### src/rtl/alarm_sequencer.sv
// Alarm sequencer: watches the countdown timer and sounds a beep pattern when it expires.
//
// Expiry is a falling edge of IS_RUNNING while CNT_ZERO is high. The alarm then plays
// bursts of BEEPS_PER_BURST beeps (BEEP_ON_MS on, BEEP_OFF_MS off), separated by
// BURST_GAP_MS of silence, for MAX_BURSTS bursts, then returns to idle with a TIMEOUT pulse.
// ACK or a timer restart (rising edge of IS_RUNNING) silences it immediately.
//
// Ports:
//   CLK        clock
//   CLR        synchronous active-high reset, overrides CE
//   CE         global enable; everything holds while low
//   MS_CE      1 ms tick, one CLK wide, counted only when CE=1
//   IS_RUNNING countdown timer running flag
//   CNT_ZERO   timer seconds value is zero
//   ACK        silence request, single-cycle pulse
//   BUZZ       tone-modulated buzzer drive
//   BEEP       beep envelope
//   ACTIVE     alarm sequence in progress
//   TIMEOUT    one-cycle pulse when the sequence ends on its own
module alarm_sequencer #(
  parameter int unsigned TONE_HALF_PERIOD = 25000,
  parameter int unsigned BEEP_ON_MS       = 150,
  parameter int unsigned BEEP_OFF_MS      = 100,
  parameter int unsigned BEEPS_PER_BURST  = 4,
  parameter int unsigned BURST_GAP_MS     = 1000,
  parameter int unsigned MAX_BURSTS       = 30
) (
  input  logic CLK,
  input  logic CLR,
  input  logic CE,
  input  logic MS_CE,
  input  logic IS_RUNNING,
  input  logic CNT_ZERO,
  input  logic ACK,
  output logic BUZZ,
  output logic BEEP,
  output logic ACTIVE,
  output logic TIMEOUT
);

  localparam int unsigned MsMax01 = (BEEP_ON_MS > BEEP_OFF_MS) ? BEEP_ON_MS : BEEP_OFF_MS;
  localparam int unsigned MsMax   = (MsMax01 > BURST_GAP_MS) ? MsMax01 : BURST_GAP_MS;
  localparam int unsigned MsW     = $clog2(MsMax + 1);
  localparam int unsigned BeepW   = $clog2(BEEPS_PER_BURST + 1);
  localparam int unsigned BurstW  = $clog2(MAX_BURSTS + 1);
  localparam int unsigned ToneW   = $clog2(TONE_HALF_PERIOD + 1);

  localparam logic [MsW-1:0]    OnLast    = MsW'(BEEP_ON_MS - 1);
  localparam logic [MsW-1:0]    OffLast   = MsW'(BEEP_OFF_MS - 1);
  localparam logic [MsW-1:0]    GapLast   = MsW'(BURST_GAP_MS - 1);
  localparam logic [BeepW-1:0]  BeepLast  = BeepW'(BEEPS_PER_BURST - 1);
  localparam logic [BurstW-1:0] BurstLast = BurstW'(MAX_BURSTS - 1);
  localparam logic [ToneW-1:0]  ToneLast  = ToneW'(TONE_HALF_PERIOD - 1);

  typedef enum logic [1:0] {
    StIdle,
    StBeepOn,
    StBeepOff,
    StGap
  } state_e;

  state_e            state_q, state_d;
  logic              run_q, run_d;
  logic [MsW-1:0]    ms_cnt_q, ms_cnt_d;
  logic [BeepW-1:0]  beep_idx_q, beep_idx_d;
  logic [BurstW-1:0] burst_idx_q, burst_idx_d;
  logic [ToneW-1:0]  tone_cnt_q, tone_cnt_d;
  logic              tone_q, tone_d;
  logic              timeout_q, timeout_d;

  logic tick, expire, restart, stop;
  // Set whenever an interval starts afresh: clears the ms counter and the tone phase.
  logic enter;

  assign tick    = CE & MS_CE;
  assign expire  = CE & run_q & ~IS_RUNNING & CNT_ZERO;
  assign restart = CE & ~run_q & IS_RUNNING;
  assign stop    = CE & (ACK | restart);

  always_comb begin
    state_d     = state_q;
    run_d       = run_q;
    ms_cnt_d    = ms_cnt_q;
    beep_idx_d  = beep_idx_q;
    burst_idx_d = burst_idx_q;
    tone_cnt_d  = tone_cnt_q;
    tone_d      = tone_q;
    timeout_d   = timeout_q;
    enter       = 1'b0;

    if (CE) begin
      run_d     = IS_RUNNING;
      timeout_d = 1'b0;

      if (stop) begin
        if (state_q != StIdle) begin
          state_d     = StIdle;
          beep_idx_d  = '0;
          burst_idx_d = '0;
          enter       = 1'b1;
        end
      end else if (expire) begin
        // Also restarts a sequence already in progress.
        state_d     = StBeepOn;
        beep_idx_d  = '0;
        burst_idx_d = '0;
        enter       = 1'b1;
      end else if (tick) begin
        unique case (state_q)
          StIdle: ;
          StBeepOn: begin
            if (ms_cnt_q == OnLast) begin
              enter   = 1'b1;
              state_d = (beep_idx_q == BeepLast) ? StGap : StBeepOff;
            end
          end
          StBeepOff: begin
            if (ms_cnt_q == OffLast) begin
              enter      = 1'b1;
              state_d    = StBeepOn;
              beep_idx_d = beep_idx_q + 1'b1;
            end
          end
          StGap: begin
            if (ms_cnt_q == GapLast) begin
              enter      = 1'b1;
              beep_idx_d = '0;
              if (burst_idx_q == BurstLast) begin
                state_d     = StIdle;
                burst_idx_d = '0;
                timeout_d   = 1'b1;
              end else begin
                state_d     = StBeepOn;
                burst_idx_d = burst_idx_q + 1'b1;
              end
            end
          end
          default: ;
        endcase
      end

      if (enter || state_q == StIdle) begin
        ms_cnt_d = '0;
      end else if (tick) begin
        ms_cnt_d = ms_cnt_q + 1'b1;
      end

      // Tone only advances inside a beep; each beep begins in the low phase.
      if (enter || state_q != StBeepOn) begin
        tone_cnt_d = '0;
        tone_d     = 1'b0;
      end else if (tone_cnt_q == ToneLast) begin
        tone_cnt_d = '0;
        tone_d     = ~tone_q;
      end else begin
        tone_cnt_d = tone_cnt_q + 1'b1;
      end
    end
  end

  always_ff @(posedge CLK) begin
    if (CLR) begin
      state_q     <= StIdle;
      run_q       <= 1'b0;
      ms_cnt_q    <= '0;
      beep_idx_q  <= '0;
      burst_idx_q <= '0;
      tone_cnt_q  <= '0;
      tone_q      <= 1'b0;
      timeout_q   <= 1'b0;
    end else begin
      state_q     <= state_d;
      run_q       <= run_d;
      ms_cnt_q    <= ms_cnt_d;
      beep_idx_q  <= beep_idx_d;
      burst_idx_q <= burst_idx_d;
      tone_cnt_q  <= tone_cnt_d;
      tone_q      <= tone_d;
      timeout_q   <= timeout_d;
    end
  end

  assign BEEP    = (state_q == StBeepOn);
  assign ACTIVE  = (state_q != StIdle);
  assign BUZZ    = tone_q & BEEP;
  assign TIMEOUT = timeout_q;

endmodule
### config.mk
export PLATFORM = sky130hd
export DESIGN_NAME = alarm_sequencer
export DESIGN_NICKNAME = d
export VERILOG_FILES = /design/src/rtl/alarm_sequencer.sv
export SDC_FILE = /design/constraint.sdc
export NUM_CORES = 1
export LEC_CHECK = 0
export ABC_AREA = 1
export BUFFER_PORTS_ARGS = -buffer_cell sky130_fd_sc_hd__buf_4
export CAP_MARGIN = 0
export CORE_ASPECT_RATIO = 0.9
export CORE_MARGIN = 5
export CORE_UTILIZATION = 30
export CTS_CLUSTER_DIAMETER = 100
export DETAILED_ROUTE_END_ITERATION = 8
export GPL_TIMING_DRIVEN = 0
export PLACE_DENSITY_LB_ADDON = 0.05
export SLEW_MARGIN = 20
export SYNTH_ARGS = -nofsm -noshare
export SYNTH_HDL_FRONTEND = slang
export SYNTH_SLANG_ARGS = --single-unit
export TNS_END_PERCENT = 20
### constraint.sdc
create_clock -name CLK -period 1.4 [get_ports CLK]
set_input_delay 0.14 -clock CLK [delete_from_list [all_inputs] [get_ports CLK]]
set_output_delay 0.14 -clock CLK [all_outputs]
set_load 0.05 [all_outputs]
== Word-level counts from Yosys, hierarchy flattened ==
Cells that the tools add are included.

* Output and inout port bits: 4
* Bits in registers: 38
* Memories kept: 0
* Bits of input ports: 7
* RAM bits: 0
* ROM bits: 0
* Logic and storage cells: 99
* Latch bits: 0

* Order comparisons: 0
* Add/subtract/negate cells: 4
* Muxes and demuxes: 45
* Shift-type cells: 0
* Equal/unequal tests: 14
* Multiply operators: 0
* Bitwise operators: 12
* Reductions and logical operators: 16
* Div/mod/pow operators: 0

{| class="wikitable"
|+ Operators by type and width
! cell !! number
|-
| 5-bit 2-to-1 mux || 7
|-
| 15-bit 2-to-1 mux || 2
|-
| 10-bit 2-to-1 mux || 2
|-
| 1-bit 2-to-1 mux || 18
|-
| 3-bit 2-to-1 mux || 6
|-
| 15-bit by 1-bit adder with 15-bit output (second input constant) || 1
|-
| 15-bit equality test (second input constant) || 1
|-
| 2-bit 2-to-1 mux || 7
|-
| 10-bit by 1-bit adder with 10-bit output (second input constant) || 1
|-
| 10-bit equality test (second input constant) || 1
|-
| 10-bit by 7-bit equality test with 1-bit output (second input constant) || 1
|-
| 10-bit by 8-bit equality test with 1-bit output (second input constant) || 1
|-
| 3-bit nonzero test || 3
|-
| 1-bit bitwise AND || 8
|-
| 4-bit != test (second input constant) || 2
|-
| 7-bit AND reduction || 1
|-
| 2-bit case mux with 3 select lines || 1
|-
| 3-bit case mux with 2 select lines || 1
|-
| 6-bit AND reduction || 1
|-
| 2-bit nonzero test || 3
|-
| 5-bit by 1-bit adder with 5-bit output (second input constant) || 1
|-
| 5-bit equality test (second input constant) || 1
|-
| 5-bit AND reduction || 1
|-
| 5-bit nonzero test || 1
|-
| 14 further kinds || 19
|}

== Depth between registers and ports, before layout ==
* Depth in word-level cells: 10
* Mapped depth: 14
* Mapped depth without buffers: 14

== Worst setup path after synthesis ==
Ideal clock, no wire load.

* Path kind: reg2reg
* From: register state_q[1]
* To: register tone_cnt_q[8]
* Setup time: 0.119 ns
* Setup slack: -0.427 ns
* Cell stages (with the launch flop): 11
* Period minus slack after synthesis: 1.827 ns
* Arrival time: 1.708 ns
* Required time: 1.281 ns
* Path through: dfxtp_1 -> buf_2 -> nor2_2 -> nand3_1 -> nand3_1 -> nand2_1 -> nand4_2 -> nand2_1 -> nand2_2 -> buf_6 -> nor2_2

* Longest elaborated chain between the ends: 8
* Elaborated cells between the ends (all ways): 13

{| class="wikitable"
|+ RTL lines
! element !! RTL line !! text
|-
| start, declared || 62 || <nowiki>state_e state_q, state_d;</nowiki>
|-
| start signal, assigned || 163 || <nowiki>state_q <= StIdle;</nowiki>
|-
| start signal, assigned || 172 || <nowiki>state_q <= state_d;</nowiki>
|-
| 2-bit by 1-bit equality test with 1-bit output || -- ||
|-
| via BEEP || 36 || <nowiki>output logic BEEP,</nowiki>
|-
| 1-bit case mux with 3 select lines || 109 || <nowiki>unique case (state_q)</nowiki>
|-
| 1-bit 2-to-1 mux || 108 || <nowiki>end else if (tick) begin</nowiki>
|-
| 1-bit 2-to-1 mux || 102 || <nowiki>end else if (expire) begin</nowiki>
|-
| 1-bit 2-to-1 mux || 95 || <nowiki>if (stop) begin</nowiki>
|-
| 1-bit 2-to-1 mux || 91 || <nowiki>if (CE) begin</nowiki>
|-
| 1-bit logical OR || 149 || <nowiki>if (enter || state_q != StBeepOn) begin</nowiki>
|-
| 15-bit 2-to-1 mux || 149 ||
|-
| end signal, assigned || 177 || <nowiki>tone_cnt_q <= tone_cnt_d;</nowiki>
|-
| end, declared || 67 || <nowiki>logic [ToneW-1:0] tone_cnt_q, tone_cnt_d;</nowiki>
|}

The timed path passes the listed nets, and every way through them passes these cells. The select of a mux whose other input is x is not followed.
A chain may end at the register's enable or synchronous reset.

== Final worst setup path ==
* From: register ms_cnt_q[1]
* To: register burst_idx_q[0]

* Longest elaborated chain between the ends: 3

{| class="wikitable"
|+ RTL lines
! element !! RTL line !! text
|-
| start, declared || 64 || <nowiki>logic [MsW-1:0] ms_cnt_q, ms_cnt_d;</nowiki>
|-
| start signal, assigned || 174 || <nowiki>ms_cnt_q <= ms_cnt_d;</nowiki>
|-
| 10-bit equality test || 125 || <nowiki>if (ms_cnt_q == GapLast) begin</nowiki>
|-
| 3-bit nonzero test (no line) || -- ||
|-
| 5-bit AND reduction (no line) || -- ||
|-
| end signal, assigned || 176 || <nowiki>burst_idx_q <= burst_idx_d;</nowiki>
|-
| end, declared || 66 || <nowiki>logic [BurstW-1:0] burst_idx_q, burst_idx_d;</nowiki>
|}

No other way between the ends.

==> flow_metrics.env <==
export IMPL_route_met3_wl_um=225
export IMPL_cts_root_buf="clkbuf_8"
export IMPL_cp_num_cells=8
export IMPL_powerDensity_nw_per_um2=901
export IMPL_cp_max_fo=10
export IMPL_hold_buffers=0
export IMPL_grt_setup_unrepaired="yes"
export IMPL_wl_met2_um=2520
export IMPL_holdWs_ps=46.5
export IMPL_area_growth_syn_to_layout_pct=30.6
export IMPL_cpPeakStageDelay_ps=380
export IMPL_ir_drop_v=0.000380
export IMPL_num_vias=2119
export IMPL_path_class="register to register"
export IMPL_grt_overflow_total=0
export IMPL_numCtsBuffers=5
export IMPL_status="finished with violations"
export IMPL_critPathSlowestCell="dfxtp_4"
export IMPL_final_layout_size_suffix_gt1_frac=0.355
export IMPL_clkTransAtPathRegs_ps=80
export IMPL_grt_max_degree=13
export IMPL_wl_per_cell_um=12.6
export IMPL_htreeDepth=2
export IMPL_postRouteAntennaNets=0
export IMPL_final_setup_tns_ps=-4960
export IMPL_die_h_um=93.8
export IMPL_place_inst=434
export IMPL_setup_viol=35
export IMPL_async_flop_share=0
export IMPL_start_util=0.309
export IMPL_critPathBufInv=1
export IMPL_r2r_cells=8
export IMPL_layout_common_cells="nor2_1, inv_1, nand2_1"
export IMPL_clockBufferDepth=2
export IMPL_fmax_ghz=0.624
export IMPL_die_w_um=103
export IMPL_worst_setup_path_start_kind="register"
export IMPL_cp_end_kind="register"
export IMPL_dr_max_layer_used="met4"
export IMPL_final_core_util=0.403
export IMPL_max_slew_margin=0.600
export IMPL_syn_area_per_cell_um2=7.11
export IMPL_dr_pass1_iters=5
export IMPL_synth_edf_count=0
export IMPL_worstReg2RegEnd="burst_idx_q[0]$_SDFFE_PP0P_"
export IMPL_crit_family="compound AO/OA/AOI/OAI gates"
export IMPL_crit_path_start="ms_cnt_q[1]$_SDFFE_PP0P_"
export IMPL_finClkSkew_ps=12.2
export IMPL_cp_arrival_ps=1790
export IMPL_cts_tree="done"
export IMPL_drc=0
export IMPL_crit_end="burst_idx_q[0]$_SDFFE_PP0P_"
export IMPL_cap_violations=0
export IMPL_tightest_slew_ps=600
export IMPL_seq_area_frac_synth=0.325
export IMPL_clock_sinks=38
export IMPL_dieArea_um2=9670
export IMPL_yosys_cell_types_count=36
export IMPL_path_common_cell="nor2_1"
export IMPL_post_route_min_period_ps=1600
export IMPL_crit_reg2reg_launch="ms_cnt_q[1]$_SDFFE_PP0P_"
export IMPL_syn_area_um2=2340
export IMPL_drt_met1_wl_um=2900
export IMPL_coreArea_um2=7580
export IMPL_synth_seq_cells=38
export IMPL_num_io_pins=11
export IMPL_dp_hpwl_um=4270
export IMPL_wirelength_um=5700
export IMPL_antenna_cells=0
export IMPL_initialDrtViolationCount=69
export IMPL_grt_pass1_vias=2047
export IMPL_leakagePower_nw=1.14
export IMPL_finalWorstSetupSlack_ps=-202
export IMPL_holdPathStages=2
export IMPL_crit_chain="ha_4, inv_1, nor2_1, nand3b_1, o21ai_1, nand2_4, o21ai_4, nor2_1"
export IMPL_layoutNonFillerInstCount=454
export IMPL_reg2reg_slack_ps=-200
export IMPL_ys_warn_count=0
export IMPL_hold_class="input pin to register"
export IMPL_multi_input_area_um2=1600
export IMPL_antenna_found_initial=0
export IMPL_grt_total_usage=0.127
export IMPL_report_final_slew_viol_count=0
export IMPL_clk_latency_ps=300
export IMPL_port_buffer_count=9
export IMPL_violations="setup timing"
export IMPL_finalCritPeriodShare=1.14
export IMPL_grt_first_pass_wirelength_um=9640
export IMPL_num_fill_cells=820
export IMPL_hold_viol=0
export IMPL_final_common_cell="nor2_1"
export IMPL_row_count=30
export IMPL_dp_slack_ps=-534
export IMPL_via_per_inst=4.67
export IMPL_place_congestion=0.768
export IMPL_synth_flop_cell="dfxtp_1"
export IMPL_seq_area_um2=783
export IMPL_syn_num_nets=343
export IMPL_crit_required_ps=1590
export IMPL_fin_nets=371
export IMPL_netlist_instances=329
Yosys cell counts, types with 2 or more instances:
cell type / instances / area, µm²
buf_6: 2 / 22.5
nor3_2: 2 / 20.0
o21ai_2: 2 / 17.5
xor2_1: 10 / 87.6
nand2_2: 6 / 37.5
nand2_1: 46 / 173
nand4_1: 12 / 75.1
nor2_4: 4 / 45.0
nand3b_1: 2 / 15.0
clkbuf_1: 2 / 7.51
inv_1: 39 / 146
xnor2_1: 3 / 26.3
ha_1: 7 / 87.6
nor2_2: 13 / 81.3
dfxtp_1: 38 / 761
o21ai_0: 13 / 65.1
o21ai_1: 3 / 15.0
nor3_1: 13 / 65.1
nand3_1: 29 / 145
or2_2: 2 / 12.5
inv_2: 3 / 11.3
nor2_1: 50 / 188
nand2_4: 4 / 45.0
a21oi_1: 11 / 55.1
nor3b_2: 2 / 25.0
what timing repair did:
| item | CTS | global route |
|---|---|---|
| resized for setup | 35 | 39 |
| cloned | 0 | 1 |
| setup buffers | 7 | 5 |
| pin swaps | 7 | 17 |
| setup endpoints to repair | 36 | 37 |
worst min-delay path by stage:
| stage | end | startpoint |
|---|---|---|
| after floorplan | state_q[0]$_SDFFE_PP0P_ | CLR |
| after global routing | tone_cnt_q[1]$_SDFFE_PP0P_ | CLR |
| after detailed placement | state_q[0]$_SDFFE_PP0P_ | CLR |
| after global placement | state_q[0]$_SDFFE_PP0P_ | CLR |
| after CTS | state_q[0]$_SDFFE_PP0P_ | CLR |
| final | tone_cnt_q[1]$_SDFFE_PP0P_ | CLR |
layout make-up:
| type | instances | area share |
|---|---|---|
| plain buffers | 5 | 0.0164 |
| clock buffers | 6 | 0.0270 |
| clock inverters | 2 | 0.0196 |
| inverters | 44 | 0.0573 |
| multi-input cells | 242 | 0.524 |
| flip-flops and latches | 38 | 0.256 |
| well taps | 96 | 0.0393 |
| repair buffers | 21 | 0.0598 |
registers in the layout (all words and copies together), names as in the netlist:
signal	count
state_q	2
beep_idx_q	3
TIMEOUT	1
tone_cnt_q	15
tone_q	1
burst_idx_q	5
ms_cnt_q	10
run_q	1
through the flow:
step / power, W / cell area, µm²
floorplan: 0.00142 / 2360
global placement: 0.00151 / 2540
detailed placement: 0.00151 / 2540
CTS: 0.00275 / 2850
global route: 0.00289 / 3060
finish: 0.00275 / 3060
worst reg2reg max path, stage by stage (launching register included):
cell      delay (ps)
dfxtp_4          380
ha_4             170
inv_1             60
nor2_1           100
nand3b_1         120
o21ai_1          220
nand2_4          140
o21ai_4          230
nor2_1            80
power breakdown:
part           leakage [nW]  total (W)  internal, W  switching (W)
registers             0.314    0.00114      0.00111      0.0000318
clock network        0.0714    0.00118     0.000761       0.000419
logic                 0.756   0.000433     0.000163       0.000271
total                  1.14    0.00275      0.00203       0.000722
per-layer routing:
layer / global-route usage / vias to the layer above
met5: 0 / -
met4: 0.0378 / 0
met3: 0.0312 / 4
met2: 0.195 / 35
met1: 0.175 / 954
li1: - / 1126
kinds of logic (layout without fill, tap and decap cells):
kind of cell             Yosys count  count (layout)  synth area share
XOR/XNOR                          13              13            0.0487
flip-flops                        38              38             0.325
AO/OA/AOI/OAI                     33              33            0.0829
adder cells (fa/ha/maj)            7               7            0.0374
buffers and inverters             49              78            0.0888
AND/OR/NAND/NOR                  189             189             0.417
Note: power is estimated with default switching activity, not from simulation.
